**config.mk**
```make
export PLATFORM = sky130hd
export DESIGN_NAME = la_capture_ctrl
export DESIGN_NICKNAME = d
export VERILOG_FILES = /design/src/rtl/la_pkg.sv /design/src/rtl/la_circ_ptr.sv /design/src/rtl/la_capture_ctrl.sv
export SDC_FILE = /design/constraint.sdc
export NUM_CORES = 1
export LEC_CHECK = 0
export BUFFER_PORTS_ARGS = -buffer_cell sky130_fd_sc_hd__buf_4
export CAP_MARGIN = 30
export CORE_UTILIZATION = 51
export CTS_BUF_LIST = sky130_fd_sc_hd__clkbuf_8
export CTS_CLUSTER_DIAMETER = 60
export DETAILED_ROUTE_END_ITERATION = 6
export PLACE_DENSITY_LB_ADDON = 0.1
export SETUP_SLACK_MARGIN = 0.2
export SLEW_MARGIN = 20
export SYNTH_ARGS = -nofsm -noshare
export SYNTH_HDL_FRONTEND = slang
export SYNTH_SLANG_ARGS = --single-unit
```
**constraint.sdc**
```tcl
create_clock -name clk -period 3.4 [get_ports clk]
set_input_delay 0.68 -clock clk [delete_from_list [all_inputs] [get_ports clk]]
set_output_delay 0.68 -clock clk [all_outputs]
set_load 0.02 [all_outputs]
```
**src/rtl/la_pkg.sv**
```systemverilog
// Shared state encoding and trigger-position clamp constants for the
// logic-analyser capture controller (la_capture_ctrl, la_circ_ptr).
package la_pkg;

  typedef enum logic [2:0] {
    ST_IDLE     = 3'd0,
    ST_ARMED    = 3'd1,
    ST_TRIG     = 3'd2,
    ST_DONE     = 3'd3,
    ST_DUMP_RD  = 3'd4,
    ST_DUMP_VLD = 3'd5
  } la_state_e;

  // trig_pos is clamped to [TRIG_POS_MIN, ENTRIES - TRIG_POS_TOP_GAP]
  localparam int TRIG_POS_MIN     = 1;
  localparam int TRIG_POS_TOP_GAP = 1;

endpackage

```
**src/rtl/la_circ_ptr.sv**
```systemverilog
// Wrapping address counter (0 .. ENTRIES-1) with clear, load and increment;
// clear beats load, load beats increment.
module la_circ_ptr #(
  parameter int ENTRIES = 384,
  parameter int LOG2    = 9
) (
  input  logic            clk,
  input  logic            rst_n,
  input  logic            i_clr,
  input  logic            i_load,
  input  logic [LOG2-1:0] i_load_val,
  input  logic            i_inc,
  output logic [LOG2-1:0] o_ptr
);

  localparam logic [LOG2-1:0] LAST = LOG2'(ENTRIES - 1);

  logic [LOG2-1:0] r_ptr;

  always_ff @(posedge clk or negedge rst_n) begin
    if (!rst_n) begin
      r_ptr <= '0;
    end else if (i_clr) begin
      r_ptr <= '0;
    end else if (i_load) begin
      r_ptr <= i_load_val;
    end else if (i_inc) begin
      r_ptr <= (r_ptr == LAST) ? '0 : r_ptr + LOG2'(1);
    end
  end

  assign o_ptr = r_ptr;

endmodule

```
**src/rtl/la_capture_ctrl.sv**
```systemverilog
// Logic-analyser capture/readout controller: circular pre/post-trigger capture
// into per-channel RAMs, then handshaked readout of one channel in age order.
// Optional macro LA_CAP_ABORT_EN: abort returns to IDLE from any state.
module la_capture_ctrl
  import la_pkg::*;
#(
  parameter int NUM_CH  = 5,
  parameter int SMPL_W  = 8,
  parameter int ENTRIES = 384,
  parameter int LOG2    = 9
) (
  input  logic                       clk,
  input  logic                       rst_n,
  input  logic                       wrt_smpl,
  input  logic                       trig_in,
  input  logic [LOG2-1:0]            trig_pos,
  input  logic                       arm,
  input  logic                       abort,
  input  logic                       dump,
  input  logic [$clog2(NUM_CH)-1:0]  dump_ch,
  input  logic [NUM_CH*SMPL_W-1:0]   rdata,
  input  logic                       dout_rdy,
  output logic                       we,
  output logic [LOG2-1:0]            waddr,
  output logic [LOG2-1:0]            raddr,
  output logic [SMPL_W-1:0]          dout,
  output logic                       dout_vld,
  output logic                       armed,
  output logic                       triggered,
  output logic                       capture_done,
  output logic                       dump_done
);

  localparam int              CH_W     = $clog2(NUM_CH);
  localparam logic [LOG2:0]   ENT_X    = (LOG2+1)'(ENTRIES);
  localparam logic [LOG2:0]   CNT_LAST = (LOG2+1)'(ENTRIES - 1);
  localparam logic [LOG2-1:0] TP_MIN   = LOG2'(TRIG_POS_MIN);
  localparam logic [LOG2-1:0] TP_MAX   = LOG2'(ENTRIES - TRIG_POS_TOP_GAP);

  la_state_e         r_state;
  la_state_e         w_state_next;
  logic [LOG2:0]     r_fill;
  logic [LOG2-1:0]   r_post;
  logic [LOG2:0]     r_rd_cnt;
  logic [CH_W-1:0]   r_dump_ch;
  logic              r_dout_vld;
  logic              r_armed;
  logic              r_triggered;
  logic              r_capture_done;
  logic              r_dump_done;

  logic              w_abort;
  logic              w_arm_ok;
  logic              w_dump_ok;
  logic              w_in_cap;
  logic              w_we;
  logic              w_trig_ok;
  logic              w_hs;
  logic              w_rd_last;
  logic [LOG2-1:0]   w_tp;
  logic [SMPL_W-1:0] w_ch_data [NUM_CH];
  logic [SMPL_W-1:0] w_sel;

`ifdef LA_CAP_ABORT_EN
  assign w_abort = abort;
`else
  logic w_unused_abort;
  assign w_unused_abort = abort;
  assign w_abort        = 1'b0;
`endif

  always_comb begin
    w_tp = trig_pos;
    if (trig_pos < TP_MIN) begin
      w_tp = TP_MIN;
    end else if (trig_pos > TP_MAX) begin
      w_tp = TP_MAX;
    end
  end

  assign w_in_cap  = (r_state == ST_ARMED) || (r_state == ST_TRIG);
  assign w_we      = wrt_smpl && w_in_cap;
  assign w_arm_ok  = arm && !w_abort &&
                     (r_state inside {ST_IDLE, ST_ARMED, ST_TRIG, ST_DONE});
  // Enough history must already be stored to fill the pre-trigger window.
  assign w_trig_ok = (r_state == ST_ARMED) && wrt_smpl && trig_in &&
                     (r_fill >= (ENT_X - {1'b0, w_tp}));
  assign w_hs      = (r_state == ST_DUMP_VLD) && dout_rdy && !w_abort;
  assign w_rd_last = (r_rd_cnt == CNT_LAST);
  assign w_dump_ok = (r_state == ST_DONE) && (w_state_next == ST_DUMP_RD);

  always_comb begin
    w_state_next = r_state;
    if (w_abort) begin
      w_state_next = ST_IDLE;
    end else if (w_arm_ok) begin
      w_state_next = ST_ARMED;
    end else begin
      case (r_state)
        ST_ARMED: begin
          if (w_trig_ok) begin
            w_state_next = (w_tp == TP_MIN) ? ST_DONE : ST_TRIG;
          end
        end
        ST_TRIG: begin
          if (wrt_smpl && ((r_post + LOG2'(1)) == w_tp)) begin
            w_state_next = ST_DONE;
          end
        end
        ST_DONE: begin
          if (dump) begin
            w_state_next = ST_DUMP_RD;
          end
        end
        ST_DUMP_RD: begin
          w_state_next = ST_DUMP_VLD;
        end
        ST_DUMP_VLD: begin
          if (dout_rdy) begin
            w_state_next = w_rd_last ? ST_DONE : ST_DUMP_RD;
          end
        end
        default: begin
          w_state_next = r_state;
        end
      endcase
    end
  end

  always_ff @(posedge clk or negedge rst_n) begin
    if (!rst_n) begin
      r_state        <= ST_IDLE;
      r_fill         <= '0;
      r_post         <= '0;
      r_rd_cnt       <= '0;
      r_dump_ch      <= '0;
      r_dout_vld     <= 1'b0;
      r_armed        <= 1'b0;
      r_triggered    <= 1'b0;
      r_capture_done <= 1'b0;
      r_dump_done    <= 1'b0;
    end else begin
      r_state        <= w_state_next;
      r_armed        <= (w_state_next == ST_ARMED);
      r_triggered    <= (w_state_next == ST_TRIG);
      r_capture_done <= (w_state_next inside {ST_DONE, ST_DUMP_RD, ST_DUMP_VLD});
      r_dout_vld     <= (w_state_next == ST_DUMP_VLD);
      r_dump_done    <= (r_state == ST_DUMP_VLD) && (w_state_next == ST_DONE);

      if (w_arm_ok) begin
        r_fill <= '0;
      end else if (w_we && (r_fill != ENT_X)) begin
        r_fill <= r_fill + (LOG2+1)'(1);
      end

      // The trigger sample itself is post-trigger sample 1.
      if (r_state == ST_ARMED) begin
        r_post <= LOG2'(1);
      end else if ((r_state == ST_TRIG) && wrt_smpl) begin
        r_post <= r_post + LOG2'(1);
      end

      if (w_dump_ok) begin
        r_dump_ch <= dump_ch;
        r_rd_cnt  <= '0;
      end else if (w_hs) begin
        r_rd_cnt  <= r_rd_cnt + (LOG2+1)'(1);
      end
    end
  end

  la_circ_ptr #(
    .ENTRIES (ENTRIES),
    .LOG2    (LOG2)
  ) u_wptr (
    .clk        (clk),
    .rst_n      (rst_n),
    .i_clr      (w_arm_ok),
    .i_load     (1'b0),
    .i_load_val ('0),
    .i_inc      (w_we),
    .o_ptr      (waddr)
  );

  // After a completed capture the write pointer addresses the oldest sample.
  la_circ_ptr #(
    .ENTRIES (ENTRIES),
    .LOG2    (LOG2)
  ) u_rptr (
    .clk        (clk),
    .rst_n      (rst_n),
    .i_clr      (1'b0),
    .i_load     (w_dump_ok),
    .i_load_val (waddr),
    .i_inc      (w_hs),
    .o_ptr      (raddr)
  );

  genvar gi;
  generate
    for (gi = 0; gi < NUM_CH; gi++) begin : g_ch
      assign w_ch_data[gi] = rdata[gi*SMPL_W +: SMPL_W];
    end
  endgenerate

  always_comb begin
    w_sel = '0;
    for (int i = 0; i < NUM_CH; i++) begin
      if (r_dump_ch == CH_W'(i)) begin
        w_sel = w_ch_data[i];
      end
    end
  end

  assign we           = w_we;
  assign dout         = r_dout_vld ? w_sel : '0;
  assign dout_vld     = r_dout_vld;
  assign armed        = r_armed;
  assign triggered    = r_triggered;
  assign capture_done = r_capture_done;
  assign dump_done    = r_dump_done;

endmodule

```
## Word level (Yosys, flattened, before mapping)

Cells that the tools add are included.

| storage, ports and cells | value |
|---|---|
| bits of input ports | 60 |
| flip-flop bits (word level) | 58 |
| output and inout port bits | 32 |

| cells by class | value |
|---|---|
| $add $sub $neg | 6 |
| equality and inequality tests | 20 |
| $lt $le $gt $ge | 3 |
| mux-type cells | 28 |
| reductions and logical operators | 20 |

Operators by type and width:

| cell | number |
|---|---|
| $mux 9 | 10 |
| $mux 8 | 6 |
| $mux 10 | 4 |
| $add 9x1->9 const B | 3 |
| $add 10x1->10 const B | 2 |
| $eq 3x2->1 const B | 6 |
| $eq 9x9->1 const B | 2 |
| $mux 3 | 6 |
| $eq 3x3->1 const B | 5 |
| $pmux 3 s5 | 1 |
| $logic_and 1x1->1 | 11 |
| $eq 10x9->1 const B | 1 |
| $ge 10x10->1 | 1 |
| $ne 10x9->1 const B | 1 |
| $sub 9x9->10 const A | 1 |
| $eq 3x1->1 const B | 3 |
| $eq 9x1->1 const B | 1 |
| $eq 9x9->1 | 1 |
| $gt 9x9->1 const B | 1 |
| $lt 9x1->1 const B | 1 |
| $reduce_bool 2->1 | 4 |
| $logic_not 3->1 | 2 |
| $reduce_bool 4->1 | 1 |
| $reduce_bool 3->1 | 1 |
| 2 further kinds | 2 |

## Longest topological paths before layout

Gate-level depths: netlist of run 1.

| depth | value |
|---|---|
| word-level depth | 12 |
| mapped depth | 16 |
| depth with buffers taken out | 14 |

## Hierarchy

Synthesis of run 1 repeated with hierarchy kept, for this count alone.

| second synthesis, totals | value |
|---|---|
| cells, all modules | 466 |
| area total of the unflattened synthesis | 4217.8 um2 |

Modules (own cells, without submodules):

| module | times used | cells an instance | area an instance (um2) | sequential area each (um2) |
|---|---|---|---|---|
| la_capture_ctrl | 1 | 336 | 3019.1 | 1001.0 |
| la_circ_ptr | 2 | 65 | 599.3 | 225.2 |

## Worst setup path after synthesis of run 1

No wires, ideal clock.

| path | value |
|---|---|
| path type | input -> register |
| start point | in trig_pos[8] |
| end point | reg r_armed, in the netlist armed |
| required time | 3304 ps |
| setup time | 96 ps |
| stages | 15 |
| arrival time | 3437 ps |
| buffers on the path | 2 |
| path slack | -132 ps |
| cells stage by stage | buf_2 and2_1 buf_2 a311o_2 inv_1 ha_1 nand3_1 a21o_1 ha_1 o21a_1 o2111ai_1 o32ai_1 a21oi_1 nor2_1 nor4_2 |

| on the way | value |
|---|---|
| longest elaborated chain between the ends | 10 |

Ends and longest elaborated chain:

| element | line | text |
|---|---|---|
| from (decl) | la_capture_ctrl.sv:16 | `input logic [LOG2-1:0] trig_pos,` |
| $gt 9x9->1 | la_capture_ctrl.sv:76 | `end else if (trig_pos > TP_MAX) begin` |
| $mux 9 | la_capture_ctrl.sv:76 |  |
| $mux 9 * | la_capture_ctrl.sv:74 | `if (trig_pos < TP_MIN) begin` |
| $sub 9x9->10 | la_capture_ctrl.sv:87 | `(r_fill >= (ENT_X - {1'b0, w_tp}));` |
| $ge 10x10->1 | la_capture_ctrl.sv:87 |  |
| $logic_and 1x1->1 | la_capture_ctrl.sv:86 | `assign w_trig_ok = (r_state == ST_ARMED) && wrt_smpl && trig_in &&` |
| $mux 3 | la_capture_ctrl.sv:101 | `if (w_trig_ok) begin` |
| $pmux 3 s5 * | la_capture_ctrl.sv:99 | `case (r_state)` |
| $mux 3 * | la_capture_ctrl.sv:96 | `end else if (w_arm_ok) begin` |
| $eq 3x1->1 * | la_capture_ctrl.sv:144 | `r_armed <= (w_state_next == ST_ARMED);` |
| to (signal assigned) | la_capture_ctrl.sv:144 |  |
| to (decl) | la_capture_ctrl.sv:47 | `logic r_armed;` |

Every way passes the cells marked *; elsewhere a longest branch is shown, timed or not.
A chain may end at the register's enable or synchronous reset.

## Worst setup path in the final report of run 1

| path | value |
|---|---|
| start point | in trig_pos[5] |
| end point | reg r_capture_done, in the netlist capture_done |

| on the way | value |
|---|---|
| longest elaborated chain between the ends | 11 |

Ends and longest elaborated chain:

| element | line | text |
|---|---|---|
| $gt 9x9->1 | la_capture_ctrl.sv:76 |  |
| $mux 9 | la_capture_ctrl.sv:76 |  |
| $mux 9 * | la_capture_ctrl.sv:74 |  |
| $sub 9x9->10 | la_capture_ctrl.sv:87 |  |
| $ge 10x10->1 | la_capture_ctrl.sv:87 |  |
| $logic_and 1x1->1 | la_capture_ctrl.sv:86 |  |
| $mux 3 | la_capture_ctrl.sv:101 |  |
| $pmux 3 s5 * | la_capture_ctrl.sv:99 |  |
| $mux 3 * | la_capture_ctrl.sv:96 |  |
| $eq 3x2->1 or $eq 3x3->1 (tied branches) | la_capture_ctrl.sv:146 | `r_capture_done <= (w_state_next inside {ST_DONE, ST_DUMP_RD, ST_DUMP_VLD});` |
| $reduce_bool 3->1 * | la_capture_ctrl.sv:146 |  |
| to (signal assigned) | la_capture_ctrl.sv:146 |  |
| to (decl) | la_capture_ctrl.sv:49 | `logic r_capture_done;` |

Marks and branches as above.

==> results_dict.tcl, run 1 <==
set metrics [dict create \
    grt.total_usage 0.2653 \
    ys_warn_count 0 \
    worst_setup_path_type "primary input to flip-flop" \
    synth-edff-count 0 \
    report.final.setup_viol 0 \
    drt_drc_violations_left 0 \
    cp_max_fo 6 \
    ff2ff_path_depth 8 \
    syn2layout_area_growth_pct 24.63 \
    skew_ps 9.477 \
    post-route-period-util 0.8956 \
    met3WireLength_um 490 \
    place.port_buffers 90 \
    drive_above_1_share 0.2548 \
    p_switching_w 0.0005494 \
    drtIter0Drc 167 \
    synth.cell_area_um2 4202 \
    design.die.area_um2 8605 \
    synthTopCellsByArea "sky130_fd_sc_hd__dfrtp_1 (35%), sky130_fd_sc_hd__ha_1 (6.0%), sky130_fd_sc_hd__mux4_2 (4.3%)" \
    synth_cells 477 \
    worstSetupStartpoint "trig_pos[5]" \
    via_count_of_the_first_global_routing_pass 3881 \
    total_leakage_power_nw 2.366 \
    gp_congestion 0.8471 \
    detail_route.wirelength.met1_mm 4.871 \
    p_int_w 0.001333 \
    tritoncts "yes" \
    max_clock_freq_mhz 328.4 \
    pin_count_of_the_biggest_net_entering_global_routing 59 \
    post-synth-top-count-cell "sky130_fd_sc_hd__dfrtp_1" \
    cts_buffer_count 9 \
    max_cap_violations 0 \
    crit_required_ps 3650 \
    critical_path.reg2reg.startpoint "r_state[1]" \
    initial_core_util 0.5354 \
    power.share.sequential 0.437 \
    async_flop_share 1.000 \
    post_route_worst_setup_slack_ps 355.1 \
    cts_hold_buffers 0 \
    final.fill_count 676 \
    postRouteAntennaNets 0 \
    worst_r2r_endpoint "triggered" \
    postSynthNetCount 557 \
    route.detailed.vias_per_inst 5.894 \
    longest_clk_path_bufs 2 \
    synth_top_cell_by_area "sky130_fd_sc_hd__dfrtp_1" \
    grt_overflow_total 0 \
    met2RoutedLength_mm 5.436 \
    synthDominantCellAreaShare 0.3454 \
    synth_area_per_cell_um2 8.808 \
    timing_max_transition_violations_final 0 \
    clock_power_share 0.370 \
    worst-r2r-setup-slack_ps 770 \
    die_width_um 92.77 \
    clock_sink_count 58 \
    grt_pass1_wl_mm 18.17 \
    swShare 0.2919 \
    clock_tree.root_cell "sky130_fd_sc_hd__clkbuf_8" \
    drt_pre_antenna_iters 4 \
    top_signal_layer_used "met4" \
    worstMarginPinSlew_ps 900.5 \
    timing.critical_path.from_type "primary input" \
    routed-via-count 3955 \
    totalWireLength_mm 10.97 \
    tns_ps 0 \
    powerDensity_nw_per_um2 359.4 \
    synth-seq-cells 58 \
    floorplan.rows 32 \
    vdd_ir_drop_max_uv 357.0 \
    place_ws_ps 23.98 \
    timing.slew.headroom 0.3951 \
    worstSetupEndpointType "flip-flop" \
    synthFlopType "sky130_fd_sc_hd__dfrtp_1" \
    antenna_found_initial 0 \
    die_height_um 92.77 \
    worst_ep_arrival_time_ps 3290 \
    worstSkewPairLatency_ps 340 \
    post-route-min-period_ps 3045 \
    hpwl_mm 8.150 \
    ys_types 62 \
    nets 644 \
    outcome "finished, final reports clean" \
    wire_per_inst_um 16.34 \
    rsz0062_at_grt "no" \
    cts-htree-levels 3 \
    io_pins 92 \
    floorplan.core_area_um2 7848 \
    antenna_cells_inserted 0 \
    comb_power_share 0.193 \
    cts.clk_slew.worst_paths_ps 70 \
    synth-seq-area-share 0.3454 \
    synthTopCellsByCount "sky130_fd_sc_hd__dfrtp_1 (58), sky130_fd_sc_hd__nor2_1 (46), sky130_fd_sc_hd__nand2_1 (39)" \
    report.final.hold_viol_count 0 \
    timing.hold.worst.class "primary input to asynchronous set/reset pin" \
    finish.utilization 0.6673 \
]
sequential cells by signal (all words and copies together) (netlist names):
| name | cells |
|---|---|
| r_state | 3 |
| triggered | 1 |
| armed | 1 |
| capture_done | 1 |
| dout_vld | 1 |
| r_fill | 10 |
| u_wptr.o_ptr | 9 |
| r_dump_ch | 3 |
| r_post | 9 |
| u_rptr.o_ptr | 9 |
| dump_done | 1 |
| r_rd_cnt | 10 |
power groups by stage:
stage               clock network, W  registers [W]  logic (W)
finish                      0.000697       0.000823   0.000362
global placement                   0       0.000830   0.000351
detailed placement                 0       0.000832   0.000363
CTS                         0.000714       0.000820   0.000364
global route                0.000739       0.000830   0.000405
floorplan                          0       0.000846   0.000182
critical path, cell delays in order:
cell and delay, ps:
sky130_fd_sc_hd__buf_4 150, sky130_fd_sc_hd__nor4_4 290, sky130_fd_sc_hd__a311o_2 280, sky130_fd_sc_hd__inv_2 60, sky130_fd_sc_hd__ha_4 170, sky130_fd_sc_hd__and3_1 150, sky130_fd_sc_hd__o21ai_0 170, sky130_fd_sc_hd__ha_1 260
sky130_fd_sc_hd__o21a_1 170, sky130_fd_sc_hd__o211ai_1 240, sky130_fd_sc_hd__a21oi_1 90, sky130_fd_sc_hd__a21oi_2 180, sky130_fd_sc_hd__buf_4 140, sky130_fd_sc_hd__nand3_1 60, sky130_fd_sc_hd__o211ai_1 190
repair_timing:
action | in CTS | in global routing
resized for setup | 0 | 1
buffers inserted | 0 | 1
setup endpoints to repair | 0 | 1
per-layer routing:
| layer | up-vias | global-route usage |
|---|---|---|
| met2 | 91 | 0.4473 |
| met3 | 19 | 0.04926 |
| met5 | - | 0 |
| li1 | 1920 | - |
| met4 | 0 | 0.07436 |
| met1 | 1925 | 0.3469 |
per-stage QoR:
step / power (W) / hold WS [ps] / area [um2] / std cells
after global routing: 0.001974 / 466.6 / 5236 / 671
after CTS: 0.001898 / 430.2 / 5225 / 670
after global placement: 0.001181 / 489.3 / 5015 / 654
final: 0.001882 / 387.9 / 5236 / 671
after floorplan: 0.001028 / 384.4 / 4264 / 477
after detailed placement: 0.001195 / 504.1 / 5015 / 654
logic make-up (layout without fill, tap and decap cells):
| group | after synthesis | in the layout | share of synthesized area |
|---|---|---|---|
| simple gates | 197 | 197 | 0.2487 |
| compound gates | 117 | 117 | 0.1834 |
| flops | 58 | 58 | 0.3454 |
| buf+inv | 39 | 131 | 0.03752 |
| xor+xnor | 31 | 31 | 0.06641 |
| fa+ha+maj | 20 | 20 | 0.05956 |
| mux | 14 | 14 | 0.05807 |
| other cells | 1 | 1 | 0.0008925 |
area by class of cell:
class | count | area [um2] | area share
clock inverter | 7 | 86.33 | 0.01649
clock buffer | 9 | 123.9 | 0.02366
multi-input combinational | 380 | 2648 | 0.5056
inverter | 17 | 63.81 | 0.01219
tap | 102 | 127.6 | 0.02437
timing repair buffer | 98 | 735.7 | 0.1405
sequential | 58 | 1451 | 0.2772
worst max path at each step:
stage	to	slack, ps
after CTS	dump_done	370
after global placement	armed	130
after detailed placement	dump_done	20
after floorplan	triggered	200
final	capture_done	360
after global routing	dout[0]	210
placed cells by master, fill, tap and decap left out, types with 3 or more instances in the layout:
master                      n
sky130_fd_sc_hd__nand4_1   16
sky130_fd_sc_hd__inv_1     17
sky130_fd_sc_hd__a31oi_1    3
sky130_fd_sc_hd__o41ai_1    3
sky130_fd_sc_hd__nand3_1   22
sky130_fd_sc_hd__o21ai_0   33
sky130_fd_sc_hd__mux2_2     3
sky130_fd_sc_hd__nor3b_1    6
sky130_fd_sc_hd__or3_1      5
sky130_fd_sc_hd__o31ai_1    6
sky130_fd_sc_hd__nor2b_1   19
sky130_fd_sc_hd__xor2_1    17
sky130_fd_sc_hd__mux2i_1    3
sky130_fd_sc_hd__and3_1    13
sky130_fd_sc_hd__xnor2_1   13
sky130_fd_sc_hd__ha_1      19
sky130_fd_sc_hd__a21o_1     4
sky130_fd_sc_hd__nand2_1   39
sky130_fd_sc_hd__a22oi_1    9
sky130_fd_sc_hd__o21a_1     3
sky130_fd_sc_hd__a21oi_1   31
sky130_fd_sc_hd__clkbuf_8   9
sky130_fd_sc_hd__mux4_2     8
sky130_fd_sc_hd__nor3_1     6
sky130_fd_sc_hd__nand2b_1   4
sky130_fd_sc_hd__nor2_1    45
sky130_fd_sc_hd__dfrtp_1   58
sky130_fd_sc_hd__buf_4     98
No activity file was read; power rests on OpenSTA's default activity.
==> inputs of run 2 (changes only) <==
Settings changed: REMOVE_ABC_BUFFERS set to 1.
Clock period 3.4 ns to 3.87 ns, I/O delays scaled along.
==> run 2 against run 1 <==
Combinational power shrank 14%. Hold slack better by 97 ps. Setup slack better by 120 ps. Core utilization shrank 0.77 points. Clock power fell by 10%. Largest cell class unchanged.
==> results_dict.tcl, run 2 (same netlist as run 1, synthesis figures left out) <==
set metrics [dict create \
    initial_core_util 0.5354 \
    max_cap_violations 0 \
    worstMarginPinSlew_ps 860.9 \
    drtIter0Drc 197 \
    nets 641 \
    totalWireLength_mm 10.39 \
    crit_slowest_cell "sky130_fd_sc_hd__nor4_4" \
    timing.critical_path.depth 15 \
    top_signal_layer_used "met4" \
    grt_pass1_wl_mm 17.31 \
    ff2ff_path_depth 7 \
    tns_ps 0 \
    report.final.setup_viol 0 \
    timing_max_transition_violations_final 0 \
    critical_path.reg2reg.startpoint "r_post[0]" \
    grt.total_usage 0.2507 \
    reg_top3 "r_fill x10, r_rd_cnt x10" \
    hpwl_mm 7.807 \
    floorplan.rows 32 \
    worst-r2r-setup-slack_ps 1230 \
    antenna_cells_inserted 0 \
    pin_count_of_the_biggest_net_entering_global_routing 59 \
    cts_buffer_count 9 \
    setup.worst_path.end "dump_done" \
    skew_ps 14.74 \
    final.fill_count 698 \
    die_height_um 92.77 \
    powerDensity_nw_per_um2 320.0 \
    worst_ep_arrival_time_ps 3610 \
    multi_input_area_um2 2601 \
    clock_tree.root_cell "sky130_fd_sc_hd__clkbuf_8" \
    report.power.total_w 0.001656 \
    design.die.area_um2 8605 \
    report.final.hold_viol_count 0 \
    floorplan.core_area_um2 7848 \
    cp_max_stage_delay_ps 370 \
    io_pins 92 \
    worstSkewPairLatency_ps 340 \
    worst_r2r_endpoint "triggered" \
    drt_drc_violations_left 0 \
    cp_top_family "compound AO/OA/AOI/OAI gates" \
    via_count_of_the_first_global_routing_pass 3746 \
    mostFrequentLayoutCell "sky130_fd_sc_hd__buf_4" \
    wire_per_inst_um 15.55 \
    postRouteAntennaNets 0 \
    drive_above_1_share 0.2367 \
    crit_required_ps 4080 \
    drt_pre_antenna_iters 4 \
    worst_hold_slack_ps 484.6 \
    syn2layout_area_growth_pct 23.20 \
    total_leakage_power_nw 2.348 \
    cts.clk_slew.worst_paths_ps 80 \
    routed-via-count 3922 \
    longest_clk_path_bufs 2 \
    layout.cells.most_common_list "sky130_fd_sc_hd__buf_4 (95), sky130_fd_sc_hd__dfrtp_1 (58), sky130_fd_sc_hd__nor2_1 (46)" \
    route.detailed.vias_per_inst 5.871 \
    path_cells "buf_4, nor4_4, a311o_2, inv_1, ha_1, and3_1, o21ai_0, ha_1, o21a_1, o211ai_1, a21oi_1, a21oi_2, buf_4, inv_1, a2111oi_2" \
    timing.hold.worst.class "primary input to asynchronous set/reset pin" \
    area.sequential_um2 1451 \
    worstSetupStartpoint "trig_pos[5]" \
    timing.critical_path.from_type "primary input" \
    worstSetupEndpointType "flip-flop" \
    cts-htree-levels 3 \
    met3WireLength_um 496 \
    worst_setup_path_type "primary input to flip-flop" \
    post-route-min-period_ps 3397 \
    place.port_buffers 90 \
    gp_congestion 0.8825 \
    die_width_um 92.77 \
    tritoncts "yes" \
    vdd_ir_drop_max_uv 183.3 \
    timing.slew.headroom 0.4217 \
    outcome "finished, final reports clean" \
    antenna_found_initial 0 \
    detail_route.wirelength.met1_mm 4.589 \
    post-route-period-util 0.8779 \
    clock_sink_count 58 \
    path_buf_inv 4 \
    rsz0062_at_grt "no" \
    met2RoutedLength_mm 5.157 \
    max_clock_freq_mhz 294.3 \
    grt_overflow_total 0 \
    cp_max_fo 6 \
]
==> run 2: stage by stage <==
step | util | cell area [um2] | setup WS (ps) | std cells
3_3_place_gp | 0.6312 | 4954 | 162.8 | 652
2_1_floorplan | - | 4108 | 415.1 | 455
5_1_grt | 0.6596 | 5176 | 223.4 | 668
3_5_place_dp | 0.6312 | 4954 | 63.26 | 652
4_1_cts | 0.6591 | 5172 | 404.9 | 668
6_report | 0.6596 | 5176 | 472.6 | 668
==> run 2: worst min-delay path by stage <==
stage / startpoint / to / slack (ps) / depth (start not counted)
6_report: rst_n / u_rptr.o_ptr[3] / 480 / 1
5_1_grt: r_post[8] / r_post[8] / 520 / 1
4_1_cts: r_post[8] / r_post[8] / 510 / 1
3_5_place_dp: r_post[8] / r_post[8] / 500 / 1
3_3_place_gp: r_post[8] / r_post[8] / 500 / 1
2_1_floorplan: r_post[8] / r_post[8] / 470 / 1
==> run 2: power by group <==
part	internal (W)	leakage, nW	switching (W)	total, W
registers	0.000658	0.758	0.0000638	0.000721
clock network	0.000375	0.113	0.000249	0.000624
logic	0.000154	1.48	0.000157	0.000311
total	0.00119	2.35	0.000469	0.00166
==> run 2: worst reg2reg max path: cells and delay by family (launching register included) <==
kind / cells / cell delay, ps
adders and majority gates: 1 / 320
and+or+nand+nor: 2 / 780
DFF: 1 / 570
AOI/OAI and AO/OA: 4 / 920
==> run 2: layout make-up <==
| type | instances | area share |
|---|---|---|
| timing repair buffer | 95 | 0.1378 |
| tap | 102 | 0.02466 |
| inverter | 17 | 0.01233 |
| clock inverter | 6 | 0.01571 |
| multi-input combinational | 380 | 0.5025 |
| clock buffer | 10 | 0.02659 |
| sequential | 58 | 0.2804 |
==> run 2: metal layers <==
layer	vias to the layer above	GRT usage
met5	-	0
met2	114	0.4203
met3	14	0.05583
met1	1879	0.3236
li1	1915	-
met4	0	0.07179
==> run 2: repair_timing <==
action,4_1_cts,5_1_grt
hold endpoints to repair,0,0
hold buffers,0,0
setup buffers,0,0
setup endpoints to repair,0,2
resized for setup,0,1
